[src/rtl/multi_pulse_sync.sv]
// -----------------------------------------------------------------------------
// multi_pulse_sync
//
// N-channel receiver for events that come from an unrelated clock domain. For
// each channel the input is synchronised, edge-detected, and every detected
// edge is queued in a saturating pending counter. Local logic drains the
// queued events over a per-channel valid/ready handshake, so the consumer can
// stall without losing events (up to 2**CNT_W-1 of them per channel).
//
// Handshake: evt_valid[i] is high while channel i holds at least one pending
// event. One event is consumed on every clk edge where evt_valid[i] and
// evt_ready[i] are both high. evt_ready[i] is ignored while evt_valid[i] is
// low, and may be tied high.
//
// Optional feature macro: MULTI_PULSE_SYNC_FILTER_EN
//   When defined, a per-channel glitch filter sits after the synchroniser. The
//   filtered level only follows the synchronised level once that level has
//   been stable for FILT_CYC consecutive cycles. Latency grows by FILT_CYC.
//   When undefined, FILT_CYC is unused.
//
// Ports:
//   clk        in   1            sole clock
//   rst_n      in   1            asynchronous active-low reset
//   evt_in     in   N_CH         asynchronous event inputs (level/toggle)
//   evt_valid  out  N_CH         channel has one or more pending events
//   evt_ready  in   N_CH         consumer accepts one event when valid&ready
//   evt_ovf    out  N_CH         sticky: an edge arrived while saturated
//   ovf_clr    in   1            pulse clears all evt_ovf bits
//   pend_cnt   out  N_CH*CNT_W   pending counts, channel 0 in the LSBs
// -----------------------------------------------------------------------------
module multi_pulse_sync #(
    parameter int N_CH        = 4,
    parameter int SYNC_STAGES = 2,
    parameter int EDGE_MODE   = 0,
    parameter int CNT_W       = 3,
    parameter int FILT_CYC    = 3
) (
    input  logic                  clk,
    input  logic                  rst_n,
    input  logic [N_CH-1:0]       evt_in,
    output logic [N_CH-1:0]       evt_valid,
    input  logic [N_CH-1:0]       evt_ready,
    output logic [N_CH-1:0]       evt_ovf,
    input  logic                  ovf_clr,
    output logic [N_CH*CNT_W-1:0] pend_cnt
);

    // The history flop must settle on the (possibly filtered) level seen at
    // reset release before edges are trusted, otherwise an input that is
    // already high would look like a rising edge.
`ifdef MULTI_PULSE_SYNC_FILTER_EN
    localparam int PRIME_LEN = SYNC_STAGES + 1 + FILT_CYC;
`else
    localparam int PRIME_LEN = SYNC_STAGES + 1;
`endif
    localparam int PRIME_W = $clog2(PRIME_LEN + 1);
    localparam logic [PRIME_W-1:0] PRIME_END = PRIME_LEN[PRIME_W-1:0];
    localparam logic [CNT_W-1:0]   CNT_MAX   = '1;

    // ------------------------------------------------------------------
    // Prime counter: counts clk edges after reset release, then holds.
    // ------------------------------------------------------------------
    logic [PRIME_W-1:0] prime_cnt;
    logic               primed;

    always_ff @(posedge clk or negedge rst_n) begin
        if (!rst_n) begin
            prime_cnt <= '0;
        end else if (prime_cnt != PRIME_END) begin
            prime_cnt <= prime_cnt + 1'b1;
        end
    end

    assign primed = (prime_cnt == PRIME_END);

    // ------------------------------------------------------------------
    // Synchroniser chain, all channels in parallel.
    // ------------------------------------------------------------------
    logic [N_CH-1:0] sync_q [SYNC_STAGES];
    logic [N_CH-1:0] sync_lvl;

    always_ff @(posedge clk or negedge rst_n) begin
        if (!rst_n) begin
            for (int k = 0; k < SYNC_STAGES; k++) begin
                sync_q[k] <= '0;
            end
        end else begin
            sync_q[0] <= evt_in;
            for (int k = 1; k < SYNC_STAGES; k++) begin
                sync_q[k] <= sync_q[k-1];
            end
        end
    end

    assign sync_lvl = sync_q[SYNC_STAGES-1];

    // ------------------------------------------------------------------
    // Level used for edge detection (filtered or straight from the chain).
    // ------------------------------------------------------------------
    logic [N_CH-1:0] lvl;

`ifdef MULTI_PULSE_SYNC_FILTER_EN
    localparam int FC_W = (FILT_CYC > 1) ? $clog2(FILT_CYC) : 1;
    localparam logic [FC_W-1:0] FC_LAST = FC_W'(FILT_CYC - 1);

    logic [N_CH-1:0] filt_q;
    logic [FC_W-1:0] filt_cnt [N_CH];

    // filt_cnt counts consecutive cycles in which the synchronised level
    // differs from the filtered level; any return to agreement restarts it.
    always_ff @(posedge clk or negedge rst_n) begin
        if (!rst_n) begin
            filt_q <= '0;
            for (int i = 0; i < N_CH; i++) begin
                filt_cnt[i] <= '0;
            end
        end else begin
            for (int i = 0; i < N_CH; i++) begin
                if (sync_lvl[i] == filt_q[i]) begin
                    filt_cnt[i] <= '0;
                end else if (filt_cnt[i] == FC_LAST) begin
                    filt_q[i]   <= sync_lvl[i];
                    filt_cnt[i] <= '0;
                end else begin
                    filt_cnt[i] <= filt_cnt[i] + 1'b1;
                end
            end
        end
    end

    assign lvl = filt_q;
`else
    assign lvl = sync_lvl;
`endif

    // ------------------------------------------------------------------
    // Edge detection.
    // ------------------------------------------------------------------
    logic [N_CH-1:0] hist_q;
    logic [N_CH-1:0] rise;
    logic [N_CH-1:0] fall;
    logic [N_CH-1:0] edge_det;

    always_ff @(posedge clk or negedge rst_n) begin
        if (!rst_n) begin
            hist_q <= '0;
        end else begin
            hist_q <= lvl;
        end
    end

    assign rise = lvl & ~hist_q;
    assign fall = ~lvl & hist_q;

    always_comb begin
        edge_det = '0;
        case (EDGE_MODE)
            0:       edge_det = rise;
            1:       edge_det = fall;
            default: edge_det = rise | fall;
        endcase
        edge_det = edge_det & {N_CH{primed}};
    end

    // ------------------------------------------------------------------
    // Pending counters and sticky overflow flags.
    // ------------------------------------------------------------------
    logic [CNT_W-1:0] cnt_q [N_CH];
    logic [CNT_W-1:0] cnt_d [N_CH];
    logic [N_CH-1:0]  ovf_q;
    logic [N_CH-1:0]  ovf_d;
    logic [N_CH-1:0]  inc;
    logic [N_CH-1:0]  dec;

    assign inc = edge_det;
    assign dec = evt_valid & evt_ready;

    always_comb begin
        for (int i = 0; i < N_CH; i++) begin
            cnt_d[i] = cnt_q[i];
            // Clear first so that a saturating edge in the same cycle wins.
            ovf_d[i] = ovf_q[i] & ~ovf_clr;
            if (inc[i] && !dec[i]) begin
                if (cnt_q[i] == CNT_MAX) begin
                    ovf_d[i] = 1'b1;
                end else begin
                    cnt_d[i] = cnt_q[i] + 1'b1;
                end
            end else if (dec[i] && !inc[i]) begin
                cnt_d[i] = cnt_q[i] - 1'b1;
            end
        end
    end

    always_ff @(posedge clk or negedge rst_n) begin
        if (!rst_n) begin
            ovf_q <= '0;
            for (int i = 0; i < N_CH; i++) begin
                cnt_q[i] <= '0;
            end
        end else begin
            ovf_q <= ovf_d;
            for (int i = 0; i < N_CH; i++) begin
                cnt_q[i] <= cnt_d[i];
            end
        end
    end

    // ------------------------------------------------------------------
    // Outputs: all derived directly from registered state.
    // ------------------------------------------------------------------
    always_comb begin
        evt_valid = '0;
        pend_cnt  = '0;
        for (int i = 0; i < N_CH; i++) begin
            evt_valid[i]                 = |cnt_q[i];
            pend_cnt[i*CNT_W +: CNT_W]   = cnt_q[i];
        end
    end

    assign evt_ovf = ovf_q;

endmodule
[config.mk]
export PLATFORM = sky130hd
export DESIGN_NAME = multi_pulse_sync
export DESIGN_NICKNAME = d
export VERILOG_FILES = /design/src/rtl/multi_pulse_sync.sv
export SDC_FILE = /design/constraint.sdc
export NUM_CORES = 1
export LEC_CHECK = 0
export CAP_MARGIN = 10
export CORE_ASPECT_RATIO = 0.5
export CORE_MARGIN = 2
export CORE_UTILIZATION = 40
export DETAILED_ROUTE_END_ITERATION = 6
export PLACE_DENSITY = 0.63
export SLEW_MARGIN = 10
export SYNTH_ARGS = -nofsm -noshare
export SYNTH_HDL_FRONTEND = slang
export SYNTH_SLANG_ARGS = --single-unit
[constraint.sdc]
create_clock -name clk -period 2.8 [get_ports clk]
set_input_delay 0.56 -clock clk [delete_from_list [all_inputs] [get_ports clk]]
set_output_delay 0.56 -clock clk [all_outputs]
set_load 0.05 [all_outputs]
======== Yosys cells after proc, flatten, opt, wreduce, memory -nomap -nowiden ========
Cells that the tools add are included.
word-level totals
  bits in registers ....................... 30
operators by class
  add/sub/neg operators ................... 9
  equality and inequality tests ........... 10
  mux-type cells .......................... 20
  bitwise logic cells ..................... 9
  reductions and logical operators ........ 28
operators with widths
  kind                   count
  $mux W3                12
  $add A3 B1 Y3 const B  4
  $and A4 B4 Y4          3
  $eq A3 B3 Y1 const B   4
  $reduce_or A3 Y1       4
  $sub A3 B1 Y3 const B  4
  $ne A2 B2 Y1 const B   5
  $logic_and A1 B1 Y1    8
  $logic_not A1 Y1       8
  $mux W1                8
  $reduce_and A2 Y1      4
  $reduce_bool A2 Y1     4
  $and A1 B1 Y1          4
  $not A4 Y4             1
  $add A2 B1 Y2 const B  1
  $eq A2 B2 Y1 const B   1
  $not A1 Y1             1

======== Longest topological paths before layout ========
Gate-level depths: netlist of the first run.
  depth in word-level cells ............... 7
  depth in mapped cells ................... 9
  mapped depth without buffers ............ 8

======== Least setup slack after synthesis of the first run ========
No wires, ideal clock.
  path type ............................... flip-flop to flip-flop
  from .................................... register cnt_q (netlist bit pend_cnt[10])
  to ...................................... register cnt_q (netlist bit pend_cnt[11])
  data arrival time ....................... 2527 ps
  setup slack ............................. 142 ps
  cell stages (with the launch flop) ...... 9
  period minus slack after synthesis ...... 2658 ps
  cell sequence ........................... dfrtp_1 > clkbuf_1 > or3_1 > a21oi_1 > xnor2_1 > ha_1 > or3b_2 > mux2i_1 > o32ai_1
on the way
  longest elaborated chain between the ends .. 6
  elaborated cells between the ends (all ways) .. 14
  those cells by class .................... add/sub: 2; eq/ne: 2; mux: 3; bitwise: 1; reduce/logical: 6
RTL lines
  what                                                                 RTL line  RTL
  from (decl)                                                          168       logic [CNT_W-1:0] cnt_q [N_CH];
  from (signal, indexed assignment)                                    204       cnt_q[i] <= cnt_d[i];
  $reduce_or A3 Y1 *                                                   216       evt_valid[i] = |cnt_q[i];
  named net evt_valid[3]                                               41        output logic [N_CH-1:0] evt_valid,
  $and A4 B4 Y4 *                                                      176       assign dec = evt_valid & evt_ready;
  $logic_not A1 Y1                                                     183       if (inc[i] && !dec[i]) begin
  $logic_and A1 B1 Y1                                                  183
  $ne A2 B2 Y1 (no source line) or $reduce_bool A2 Y1 (tied branches)  n/a
  $reduce_and A2 Y1 (no source line)                                   n/a
Mark *: on every way through the listed nets, which the timed path passes. The rest lies on a longest branch. The select of a mux whose other input is x is not followed.
A chain may end at the register's enable or synchronous reset.

======== Worst setup path after layout of the first run ========
  from .................................... register cnt_q (netlist bit pend_cnt[2])
  to ...................................... output evt_valid[0]
on the way
  longest elaborated chain between the ends .. 1
RTL lines
  what              RTL line
  $reduce_or A3 Y1  216
  to (decl)         41
No other way between the ends.

==> flow_summary.yaml, run 1 <==
run_status:
  status: "finished clean"
timing:
  worst_pin_slew_ns: 0.497
  slew_headroom_pct: 66.7
  drv_slew: 0
  tns_ns: 0
  period_needed_ns: 2.47
  rsz0062_at_grt: "no"
  timing.final.ws_setup_ns: 0.329
  fin_skew_ns: 0.00892
  max_freq_mhz: 405
  setup_viol: 0
  hold_viol: 0
  fin_crit_sh_pct: 88.3
worst_hold_path:
  holdPathStages: 0
  min_path_type: "reg -> reg"
  holdPathEnd: "lvl[0]"
  worstHoldStart: "sync_q[4]"
final_layout:
  diodes: 0
  multi_input_area_um2: 1020
  seq_area_um2: 751
  nFillCells: 409
  fin_nets: 230
  most-common-layout-cells: "dfrtp_1, clkdlybuf4s50_1, nand3_1"
  postLayoutCellArea_um2: 2300
  fin_util_pct: 51.4
  syn_to_final_growth_pct: 21.7
  drive_gt1_share_pct: 11.6
clock_tree:
  cts_root_buf: "clkbuf_8"
  postCtsHoldBufs: 0
  cts_buffers: 5
  h-tree-depth: 2
  clk_latency_ns: 0.27
  cts-resized-gates: 0
  clkTransAtPathRegs_ns: 0.07
  cts_tree: "built"
  cts_sinks: 30
  post_cts_buffers: 0
  clockBufferDepth: 2
routing:
  top_layer: "met4"
  dr.pass1.iters: 4
  via_per_inst: 5.69
  antenna_left: 0
  wirelength_um: 3740
  dr_wl_met3_um: 86
  vias: 1549
  wl_per_cell_um: 13.8
  wl_met2_um: 1680
  drc: 0
  wl_met1_um: 1950
  drtIter0Drc: 51
global_routing:
  antenna_found_initial: 0
  overflow: 0
  grt_max_degree: 31
  grt_pass1_wl_um: 6360
  grt_pass1_vias: 1370
  grt.total_usage_pct: 15.2
worst_setup_path:
  critical_path.reg2reg.startpoint: "prime_cnt[0]"
  cp_max_fo: 12
  arrival_ns: 1.91
  cp_cell_sequence: "or3_1, clkdlybuf4s50_1"
  worstSetupEndpointType: "output port"
  r2r_end: "pend_cnt[11]"
  rrSetupSlack_ns: 0.41
  worstSetupPathType: "reg -> out"
  critPathMaxStageDelay_ns: 0.72
  worst_path_max_delay_cell: "clkdlybuf4s50_1"
  required_ns: 2.24
  reg2reg_depth: 8
  startpoint_type: "flip-flop"
yosys:
  ys_top_cells_by_area: "dfrtp_1, mux2_2, and3b_1, o2111ai_1, ha_1"
  synthesis.nets: 205
  synthFlopType: "dfrtp_1"
  synth_top_area_share_pct: 39.8
  yosysUniqueCellTypes: 37
  synth.avg_cell_area_um2: 9.98
  synth_top_area_cell: "dfrtp_1"
  yosysSeqAreaShare_pct: 39.8
  ys_ff_latch: 30
  synth_area_um2: 1890
  synthArstFlopShare_pct: 100
  ys_warn_count: 0
  syn_inst: 189
  synth_edf_count: 0
floorplanning:
  core_area_um2: 4470
  num_rows: 17
  die-area_um2: 5320
  die_w_um: 101
  io_pins: 31
  chipHeight_um: 52.6
  initial_core_util_pct: 42.2
placed_design:
  port_buffers: 30
  routabilityCongestion: 0.797
  post-place-ws_ns: 0.436
  place_area_um2: 2200
  dp_hpwl_um: 2580
power:
  p_per_area_nw_per_um2: 1060
  p_leak_nw: 0.898
  peakVddDrop_mv: 0.378
job:
  maxCapViolCount: 0
==> critical path: cells and delay by family, from the launching register on <==
kind,cells,cell delay [ns]
flops,1,0.50
simple gates,1,0.42
buf+inv,1,0.72
==> worst max path at each step <==
| stage | startpoint | end | slack [ns] | cells after the start |
|---|---|---|---|---|
| 2_1_floorplan | pend_cnt[10] | pend_cnt[11] | 0.14 | 8 |
| 3_3_place_gp | prime_cnt[0] | pend_cnt[11] | 0.55 | 8 |
| 3_5_place_dp | prime_cnt[0] | pend_cnt[11] | 0.44 | 8 |
| 4_1_cts | pend_cnt[2] | evt_valid[0] | 0.31 | 2 |
| 5_1_grt | prime_cnt[0] | pend_cnt[11] | 0.21 | 8 |
| 6_report | pend_cnt[2] | evt_valid[0] | 0.33 | 2 |
==> synth_stat cells, drive strengths merged, types with 4 or more instances <==
library cell  instances
xnor2                 5
a32oi                 6
a31oi                 6
a21oi                 6
nand3                12
inv                   7
buf                   5
mux2                  9
or3                   4
clkbuf               12
o211ai                4
ha                    5
o21a                  4
nand3b                6
dfrtp                30
nand2                 6
o2111ai               8
mux2i                 4
o21ai                10
and3b                10
nand2b                6
==> flip-flops by register name, indices dropped and copies added (netlist names) <==
register   cells
hist_q         4
evt_ovf        4
sync_q         4
pend_cnt      12
lvl            4
prime_cnt      2
==> through the flow <==
stage	std cells	hold slack, ns	total power (W)
5_1_grt	272	0.356	0.00262
4_1_cts	272	0.350	0.00246
2_1_floorplan	189	0.264	0.00173
3_5_place_dp	264	0.336	0.00210
3_3_place_gp	264	0.342	0.00208
6_report	272	0.345	0.00244
==> logic make-up after synthesis <==
group,Yosys count,share of synthesized area (%)
XOR/XNOR,5,2.32
AO/OA/AOI/OAI,52,19.5
multiplexers,13,7.89
adder cells (fa/ha/maj),5,3.32
flip-flops,30,39.8
AND/OR/NAND/NOR,60,21.0
buffers and inverters,24,6.23
==> cell type report <==
cell class | instances | share of cell area, %
Inverter | 7 | 1.14
Multi-Input combinational cell | 135 | 44.4
Sequential cell | 30 | 32.7
Clock buffer | 7 | 3.76
Clock inverter | 1 | 0.218
Tap cell | 57 | 3.11
Timing Repair Buffer | 35 | 14.7
==> where the power goes <==
group          internal [W]  switching [W]  leakage (nW)
registers          0.000530       0.000222         0.358
logic              0.000560       0.000774         0.492
clock network      0.000198       0.000153        0.0482
==> routing by layer <==
layer  vias to the layer above  global-route usage, %
li1                        773                      -
met1                       753                   21.2
met2                        21                   23.5
met3                         2                   4.00
met4                         0                   4.05
met5                         -                      0
(Power assumes the default switching activity.)
==> inputs of run 2 (changes only) <==
CORE_UTILIZATION = 53   (was 40)
PLACE_DENSITY = 0.79   (was 0.63)
==> run 2 against run 1 <==
  * Global-route usage up 3.6 points
  * Sequential share of layout area up 0.29 points
  * Count of clock-buffer cells in the layout down 2
  * Critical endpoint unchanged
  * Largest power group unchanged
==> flow_summary.yaml, run 2 (synthesized netlist as in run 1, its figures left out) <==
run_status:
  status: "finished clean"
timing:
  hold_viol: 0
  fin_crit_sh_pct: 88.9
  setup_viol: 0
  rsz0062_at_grt: "no"
  tns_ns: 0
  period_needed_ns: 2.49
  worst_pin_slew_ns: 0.501
  slew_headroom_pct: 66.5
  fin_skew_ns: 0.00648
  max_freq_mhz: 402
  drv_slew: 0
  timing.final.ws_setup_ns: 0.311
worst_setup_path:
  arrival_ns: 1.93
  critPathBufInv: 1
  r2r_end: "pend_cnt[2]"
  cp_cell_sequence: "or3_1, clkdlybuf4s50_1"
  worstSetupEndpointType: "output port"
  startpoint_type: "flip-flop"
  critical_path.reg2reg.startpoint: "prime_cnt[0]"
  cp_max_fo: 12
  critPathMaxStageDelay_ns: 0.72
  rrSetupSlack_ns: 0.38
  reg2reg_depth: 8
  worstSetupPathType: "reg -> out"
  required_ns: 2.24
  critPathTopFamily: "buffers and inverters"
  worst_path_max_delay_cell: "clkdlybuf4s50_1"
clock_tree:
  cts-resized-gates: 0
  cts_root_buf: "clkbuf_8"
  clk_latency_ns: 0.27
  clkTransAtPathRegs_ns: 0.06
  cts_buffers: 5
  h-tree-depth: 2
  cts_tree: "built"
  clockBufferDepth: 2
  cts_sinks: 30
  post_cts_buffers: 0
  postCtsHoldBufs: 0
global_routing:
  grt_pass1_wl_um: 5810
  grt_max_degree: 31
  overflow: 0
  grt.total_usage_pct: 18.8
  grt_pass1_vias: 1322
  antenna_found_initial: 0
worst_hold_path:
  holdPathStages: 0
  worstHoldStart: "sync_q[7]"
  holdPathEnd: "lvl[3]"
  min_path_type: "reg -> reg"
placed_design:
  post-place-ws_ns: 0.400
  port_buffers: 30
  routabilityCongestion: 0.769
  dp_hpwl_um: 2550
final_layout:
  drive_gt1_share_pct: 11.7
  nFillCells: 290
  most-common-layout-cells: "dfrtp_1, clkdlybuf4s50_1, nand3_1"
  fin_nets: 230
  diodes: 0
  largest_register_ffs: 12
  syn_to_final_growth_pct: 20.6
routing:
  drtIter0Drc: 76
  vias: 1611
  dr.pass1.iters: 4
  wl_per_cell_um: 13.8
  wirelength_um: 3660
  drc: 0
  via_per_inst: 6.08
  antenna_left: 0
floorplanning:
  num_rows: 15
  initial_core_util_pct: 55.2
  chipHeight_um: 46.2
  core_area_um2: 3420
  die-area_um2: 4080
  die_w_um: 88.4
  io_pins: 31
power:
  peakVddDrop_mv: 0.670
  p_leak_nw: 0.894
  p_per_area_nw_per_um2: 1060
job:
  maxCapViolCount: 0
==> run 2: cell count changes in the layout (fill, tap and decap cells not counted), sizes merged <==
cell	previous run	this run
clkbuf	7	5
clkinv	1	2
==> run 2: layout make-up <==
type | instances | area [um^2] | area share (%)
multi-input cells | 135 | 1020 | 44.8
flip-flops and latches | 30 | 751 | 33.0
well taps | 51 | 63.8 | 2.80
clock inverters | 2 | 10.0 | 0.440
clock buffers | 5 | 68.8 | 3.02
repair buffers | 35 | 338 | 14.8
inverters | 7 | 26.3 | 1.15
==> run 2: per-stage QoR <==
stage / instance area [um^2] / hold WS [ns] / power, W / utilization [%] / instances
after global placement: 2200 / 0.333 / 0.00206 / 64.3 / 258
after CTS: 2280 / 0.348 / 0.00243 / 66.6 / 265
after detailed placement: 2200 / 0.337 / 0.00210 / 64.3 / 258
after global routing: 2280 / 0.350 / 0.00258 / 66.6 / 265
after floorplan: 1890 / 0.264 / 0.00173 / - / 189
final: 2280 / 0.345 / 0.00242 / 66.6 / 265
==> run 2: power by group <==
group / internal (W) / switching, W / total, W
sequential: 0.000530 / 0.000225 / 0.000755
clock: 0.000166 / 0.000151 / 0.000317
combinational: 0.000561 / 0.000789 / 0.00135
total: 0.00126 / 0.00117 / 0.00242
==> run 2: layer usage <==
layer	GRT usage (%)	share of wire (%)	vias up
met3	5.02	4.9	6
li1	-	-	778
met2	29.8	46	48
met4	7.58	0.74	0
met1	25.1	48	779
met5	0	0	-
==> run 2: worst register-to-register path, cell delays in order (launching register included) <==
cell and delay, ns:
dfrtp_1 0.36, ha_1 0.39, nand3b_1 0.26, a21oi_1 0.22, xnor2_1 0.09, ha_1 0.24, or3b_2 0.46, mux2i_1 0.18
o32ai_1 0.10
==> run 2: worst max-delay path by stage <==
stage / startpoint / endpoint / cells after the start
6_report: pend_cnt[2] / evt_valid[0] / 2
2_1_floorplan: pend_cnt[10] / pend_cnt[11] / 8
5_1_grt: prime_cnt[0] / pend_cnt[2] / 8
3_3_place_gp: evt_ready[3] / pend_cnt[11] / 7
3_5_place_dp: prime_cnt[0] / pend_cnt[2] / 8
4_1_cts: pend_cnt[2] / evt_valid[0] / 2
==> inputs of run 3 (changes only) <==
CORE_MARGIN = 5   (was 2)
CTS_CLUSTER_DIAMETER = 60   (was default)
==> run 3 against run 2 <==
  * Power increased by 4.6%
  * Non-clock buffer count unchanged
  * Worst hold slack improved by 0.0085 ns
  * Clock power increased by 35%
  * Highest routed layer unchanged
  * Critical path type unchanged
  * First-iteration DRC count decreased by 12%
  * Register-to-register slack improved by 0.06 ns
  * Die area increased by 21%
==> flow_summary.yaml, run 3 (synthesized netlist as in run 1, its figures left out) <==
run_status:
  status: "finished clean"
final_layout:
  most-common-layout-cells: "dfrtp_1, clkdlybuf4s50_1, nand3_1"
  stdcell_count: 266
  syn_to_final_growth_pct: 22.2
  diodes: 0
  fin_nets: 230
  postLayoutCellArea_um2: 2310
  largest_register_ffs: 12
  drive_gt1_share_pct: 12.1
placed_design:
  place_area_um2: 2200
  numPlacedInstances: 258
  routabilityCongestion: 0.829
  dp_hpwl_um: 2770
  port_buffers: 30
clock_tree:
  cts_root_buf: "clkbuf_8"
  cts_buffers: 5
  cts_tree: "built"
  clk_latency_ns: 0.29
  h-tree-depth: 2
  postCtsHoldBufs: 0
  clockBufferDepth: 2
  cts-resized-gates: 0
  clkTransAtPathRegs_ns: 0.07
  post_cts_buffers: 0
  cts_sinks: 30
floorplanning:
  die_w_um: 94.4
  io_pins: 31
  num_rows: 15
  die-area_um2: 4930
  chipHeight_um: 52.2
  initial_core_util_pct: 54.9
  core_area_um2: 3430
worst_hold_path:
  min_path_type: "reg -> reg"
  worstHoldStart: "sync_q[4]"
global_routing:
  grt_pass1_wl_um: 6580
  grt_max_degree: 31
  grt.total_usage_pct: 17.3
  antenna_found_initial: 0
  grt_pass1_vias: 1489
  overflow: 0
timing:
  period_needed_ns: 2.48
  hold_viol: 0
  fin_skew_ns: 0.0107
  slew_headroom_pct: 66.4
  worst_pin_slew_ns: 0.503
  drv_slew: 0
  tns_ns: 0
  max_freq_mhz: 403
  setup_viol: 0
  rsz0062_at_grt: "no"
  fin_crit_sh_pct: 88.7
worst_setup_path:
  critical_path.reg2reg.startpoint: "prime_cnt[0]"
  arrival_ns: 1.92
  worstSetupEndpointType: "output port"
  critPathBufInv: 1
  critPathMaxStageDelay_ns: 0.72
  required_ns: 2.24
  critPathTopFamily: "buffers and inverters"
  cp_max_fo: 12
  worstSetupPathType: "reg -> out"
  worst_path_max_delay_cell: "clkdlybuf4s50_1"
  cp_cell_sequence: "or3_1, clkdlybuf4s50_1"
  cp-startpoint: "pend_cnt[11]"
  startpoint_type: "flip-flop"
routing:
  drtIter0Drc: 67
  via_per_inst: 6.00
  wl_per_cell_um: 14.8
  dr.pass1.iters: 4
  drc: 0
  vias: 1595
  antenna_left: 0
  wirelength_um: 3940
job:
  maxCapViolCount: 0
power:
  p_leak_nw: 0.908
  peakVddDrop_mv: 0.524
  p_per_area_nw_per_um2: 1100
## run 3: where the power goes
part	switching, W	internal [W]	total [W]
sequential	0.000232	0.000530	0.000762
clock	0.000167	0.000262	0.000428
combinational	0.000783	0.000561	0.00134
total	0.00118	0.00135	0.00253
## run 3: final timing paths
check / endpoint / slack [ns] / cells after the start
worst max-delay path: evt_valid[3] / 0.32 / 2
worst min-delay path: lvl[0] / 0.35 / 0
worst max register to register: pend_cnt[11] / 0.44 / 8
worst min register to register: lvl[0] / 0.35 / 0
max in group asynchronous: pend_cnt[4] / 1.86 / 2
min in group asynchronous: pend_cnt[8] / 0.66 / 2
## run 3: worst register-to-register path: cells and delay by family, from the launching register on
| family | cells | cell delay, ns |
|---|---|---|
| simple gates | 2 | 0.71 |
| fa+ha+maj | 2 | 0.63 |
| flops | 1 | 0.37 |
| compound gates | 2 | 0.32 |
| mux | 1 | 0.13 |
| xor+xnor | 1 | 0.09 |
## run 3: cell type report
type                       instances  area (um^2)
clock buffer                       5         68.8
sequential                        30          751
fill                             293         1130
inverter                           7         26.3
timing repair buffer              35          338
tap                               51         63.8
multi-input combinational        135         1020
clock inverter                     3         40.0
## run 3: layer usage
layer	share of wire (%)	track usage [%]
met1	47	22.0
met4	0.36	4.32
met3	4.8	6.17
met5	0	0
met2	48	28.4
## run 3: stage by stage
step | setup slack, ns | hold slack [ns] | util, % | power [W]
global route | 0.184 | 0.360 | 67.1 | 0.00270
floorplan | 0.142 | 0.264 | - | 0.00173
detailed placement | 0.406 | 0.342 | 64.0 | 0.00211
CTS | 0.314 | 0.354 | 67.1 | 0.00254
global placement | 0.560 | 0.333 | 64.0 | 0.00207
finish | 0.317 | 0.354 | 67.1 | 0.00253
